<file path="src/rtl/zero_extend.sv">
// Immediate-extension unit: widens an IN_W-bit immediate to an OUT_W-bit operand
// (zero, sign or upper placement), registered with a one-bit valid pipeline.
module zero_extend #(
  parameter int unsigned IN_W  = 8,
  parameter int unsigned OUT_W = 16
) (
  input  logic             CLK,
  input  logic             RST_N,
  input  logic [IN_W-1:0]  INPUT,
  input  logic [1:0]       MODE,
  input  logic             IN_VALID,
  output logic [OUT_W-1:0] OUTPUT,
  output logic             OUT_VALID
);

  typedef enum logic [1:0] {
    EXT_ZERO  = 2'b00,
    EXT_SIGN  = 2'b01,
    EXT_UPPER = 2'b10,
    EXT_RSVD  = 2'b11
  } ext_mode_e;

  localparam int unsigned PAD_W = OUT_W - IN_W;

  if (OUT_W <= IN_W) begin : g_width_check
    $error("zero_extend: OUT_W must be greater than IN_W");
  end

  logic [OUT_W-1:0] result;

  // Reserved code falls through to zero extension.
  always_comb begin
    result = '0;
    case (ext_mode_e'(MODE))
      EXT_SIGN:  result = {{PAD_W{INPUT[IN_W-1]}}, INPUT};
      EXT_UPPER: result[OUT_W-1 -: IN_W] = INPUT;
      default:   result = {{PAD_W{1'b0}}, INPUT};
    endcase
  end

  // OUTPUT holds across invalid cycles; only OUT_VALID drops.
  always_ff @(posedge CLK or negedge RST_N) begin
    if (!RST_N) begin
      OUTPUT    <= '0;
      OUT_VALID <= 1'b0;
    end else begin
      OUT_VALID <= IN_VALID;
      if (IN_VALID) begin
        OUTPUT <= result;
      end
    end
  end

endmodule

</file>
<file path="config.mk">
export PLATFORM = sky130hd
export DESIGN_NAME = zero_extend
export DESIGN_NICKNAME = d
export VERILOG_FILES = /design/src/rtl/zero_extend.sv
export SDC_FILE = /design/constraint.sdc
export NUM_CORES = 1
export LEC_CHECK = 0
export ABC_CLOCK_PERIOD_IN_PS = 2000
export CAP_MARGIN = 10
export CORE_AREA = 5 5 49 51
export DETAILED_ROUTE_END_ITERATION = 10
export DIE_AREA = 0 0 54 56
export HOLD_SLACK_MARGIN = 0.15
export PLACE_DENSITY = 0.77
export SETUP_SLACK_MARGIN = 0.02
export SLEW_MARGIN = 5
export SYNTH_ARGS = -nofsm -noshare
export SYNTH_HDL_FRONTEND = slang
export SYNTH_SLANG_ARGS = --single-unit
export TNS_END_PERCENT = 10
</file>
<file path="constraint.sdc">
create_clock -name CLK -period 2 [get_ports CLK]
set_clock_uncertainty 0.1 [all_clocks]
set_input_delay 0.4 -clock CLK [delete_from_list [all_inputs] [get_ports CLK]]
set_output_delay 0.4 -clock CLK [all_outputs]
set_load 0.05 [all_outputs]
</file>
==> results of run 1 <==
==> stage by stage <==
step / util [%] / total power [mW]
finish: 58.8 / 0.815
global route: 58.8 / 0.860
CTS: 58.0 / 0.828
detailed placement: 56.6 / 0.648
global placement: 56.6 / 0.644
floorplan: - / 0.552
==> power groups by stage <==
stage	clock, mW	sequential [mW]	combinational (mW)
6_report	0.179	0.385	0.251
5_1_grt	0.201	0.389	0.270
4_1_cts	0.186	0.386	0.256
3_5_place_dp	0	0.393	0.255
3_3_place_gp	0	0.392	0.252
2_1_floorplan	0	0.491	0.0616
==> synth_stat cells <==
cell type / count
inv_4: 2
dfrtp_1: 17
nand2b_1: 2
inv_1: 9
ha_1: 3
o31ai_1: 1
buf_2: 1
buf_6: 3
nand2b_2: 1
o21ai_1: 4
a22oi_1: 7
nand3b_1: 7
nor2_1: 1
o41ai_2: 1
o2bb2ai_1: 7
o21ai_0: 3
==> cell usage in the layout (no fill, tap or decap) <==
cell type	n
buf_4	11
o2bb2ai_1	7
nor2_1	1
clkinv_2	1
inv_1	9
nand2b_1	2
o21ai_1	4
inv_4	2
nand3b_1	7
clkbuf_4	3
o21ai_0	3
nand2b_2	1
clkdlybuf4s50_1	14
dlymetal6s2s_1	6
o31ai_1	1
dfrtp_1	17
a22oi_1	7
ha_1	3
o41ai_2	1
==> metal layers <==
layer,GRT usage (%),up-vias,part of all wire [%]
li1,-,304,-
met5,0,-,0
met2,21.5,17,51
met3,3.49,0,8.3
met4,3.20,0,0
met1,15.1,268,41
==> state kept, by name, indices dropped and copies added, names as in the netlist <==
register   cells
OUTPUT        16
OUT_VALID      1
==> cell type report <==
| class | count | share of cell area (%) |
|---|---|---|
| Timing Repair Buffer | 31 | 26.6 |
| Clock buffer | 3 | 2.01 |
| Tap cell | 27 | 3.02 |
| Inverter | 11 | 4.14 |
| Sequential cell | 17 | 38.0 |
| Clock inverter | 1 | 0.447 |
| Multi-Input combinational cell | 37 | 25.7 |
==> kinds of logic (layout without fill, tap and decap cells) <==
group,count (synthesis),in the layout,share of synthesized area (%)
AOI/OAI and AO/OA,23,23,21.6
DFF,17,17,53.3
and+or+nand+nor,11,11,9.72
adders and majority gates,3,3,4.70
buffers and inverters,15,46,10.7
==> worst max-delay path by stage <==
stage	depth (start not counted)	to	startpoint
final	1	OUTPUT[6]	OUTPUT[6]
after global routing	1	OUTPUT[6]	OUTPUT[6]
after CTS	1	OUTPUT[3]	OUTPUT[3]
after detailed placement	5	OUTPUT[11]	MODE[0]
after global placement	5	OUTPUT[12]	MODE[0]
after floorplan	4	OUTPUT[12]	MODE[0]
==> timing repair <==
action | in CTS | in global routing
gates resized for setup | 0 | 6
setup endpoints to repair | 0 | 6
setup buffers | 0 | 0
==> impl_summary.md, run 1 <==
Routing
The first-pass detailed-route iteration total is 3. For this run, design rule violations remaining after detail routing come to 0. The routed via count is 589. The number of violations reported at the end of detailed-routing iteration 0 is 7. The final wirelength is 1700 um. In this run the remaining antenna-violating nets after routing total 0. The post-detailed-route via-to-cell ratio is 4.64.

In the final routed layout, each cell accounts on average for 13.4 um.

Worst setup path
The critical path arrival is 1430 ps. The largest fanout on the critical path is 2. Traced cell by cell, the critical path runs through clkdlybuf4s50_1. STA classifies the critical path endpoint as an output pin.

The worst setup slack for register-to-register paths is 1230 ps. The capture point of the worst reg-to-reg path is OUTPUT[7]. The slowest stage cell on the critical path is clkdlybuf4s50_1. Grouping stages by cell kind, the critical path spends the most delay in buffers and inverters. The worst register-to-register path begins at OUTPUT[7].

The kind of critical path is reg -> out. For the worst flop-to-flop path, the logic depth is 2. For the worst setup path, the data required time is 1500 ps. The largest stage delay on the critical path is 800 ps. Counting both buffers and inverters, the worst setup path holds a total of 1. The kind of start point of the critical path is a flop.

Synth
The proportion of synthesized chip area in sequential cells is 53.3%. During synthesis, Yosys emitted a total of 0 warnings. After synthesis, the largest area contributor takes up 53.3% of total cell area. In this run the mean area of a mapped cell was 11.6 um2. The synthesized cell area is 798 um2. The count of state elements after synthesis is 17.

By area the synthesized netlist is led by dfrtp_1 53%, o2bb2ai_1 7.7%, a22oi_1 6.6%, nand3b_1 6.6%, ha_1 4.7%. The post-synthesis cell type with the largest combined area is dfrtp_1. The cell count after synthesis is 69. The post-synthesis cell type count is 16.

When the netlist entered floorplanning its net count stood at 85.

Power and ir drop
The proportion of power drawn by the clock network is 21.9%. The share of total power consumed by net switching is 34.3%. The internal power component is 0.535 mW. Combinational cells account for 30.8% of the total power.

Registers are responsible for 47.2% of the overall power. IR analysis of the VDD net gives a maximum drop of 0.000352 V. The leakage component of the power is 0.576 nW. The net switching power is 0.280 mW. The power density over cell area is 729 nW/um2.

STA
The final hold violation count is 0. Setup slack on the critical path of the routed design comes to 65.7 ps. Adding up every negative setup slack in the final design gives 0 ps.

The minimum clock period is 1930 ps. The total of endpoints with negative setup slack in the final report is 0. The smallest hold slack is 341 ps. The transition time of the tightest slew-check pin is 514 ps. For this run, the top clock speed supported by timing is 517 MHz.

Of the available clock period, the critical path in the final layout requires 96.7%. The max-slew violation count is 0. The worst pin sits at a relative slew slack of 65.7%.

Setup repair after global routing left no endpoint under its margin.

Worst hold path
The class of the tightest hold or removal check is in -> async.

Final layout
The multi-input combinational cells in the finished layout cover a total of 288 um2. The number of antenna cells inserted is 0. The area overhead of the layout relative to synthesis is 40.1%. Once layout is done, the placed cells without fillers occupy 1120 um2.

The total of fill cells in the finished design is 165. The net count of the finished layout is 117. The ratio of cells with drive above 1 in the final layout is 19.0%. The number of non-filler instances in the completed layout is 127. The register area is 425 um2.

GRT
The total global-route track usage is 12.6%. The leftover overflow at the end of global routing is 0. The first global-routing pass estimated 2900 um of wire. The number of antenna violations at the first check in global routing was 0.

The number of global-route vias before repair was 648. The maximum number of pins on one net before global-route repair is 18.

Floorplanning
The boundary pin count is 30. The die area is 3020 um2. In this run the core area contains 16 standard-cell rows. From bottom edge to top edge, the die measures 56 um. The die span in x is 54 um. The initial core utilization is 42.0%. In this run the standard cell core region covers 1900 um2.

Clock network
The longest clock path from root to sink contains 2 buffers. The H-tree level count is 1. The TritonCTS clock tree is yes.

The post-CTS clock slew at the launch and capture registers of the worst setup and hold paths is 100 ps. The clock root buffer master is clkbuf_4. The count of hold-fix buffers inserted at cts is 0. The TritonCTS buffer count is 3. The clock latency reported for the late side of the worst-skew pair is 280 ps. The tree built by TritonCTS fans out to 17 sinks.

Placed design
Summing all placed instances gives a cell area of 1080 um2. The number of buffers inserted by port buffering is 29. Including well taps, the total number of placed cells is 123. The minimum setup slack after placement is 119 ps.

The weighted congestion at the end of routability-driven global placement is 0.701. The placed wire-length estimate is 1410 um.

Run
Max-cap violations in this run came to 0.

Outcome
The run finished with clean final reports.
No activity file was read; power rests on OpenSTA's default activity.
==> run 2: changes to the inputs <==
- GPL_TIMING_DRIVEN: unset -> 1
==> results of run 2 <==
Same layout as run 1: the final DEF is identical, and so are final timing and power.
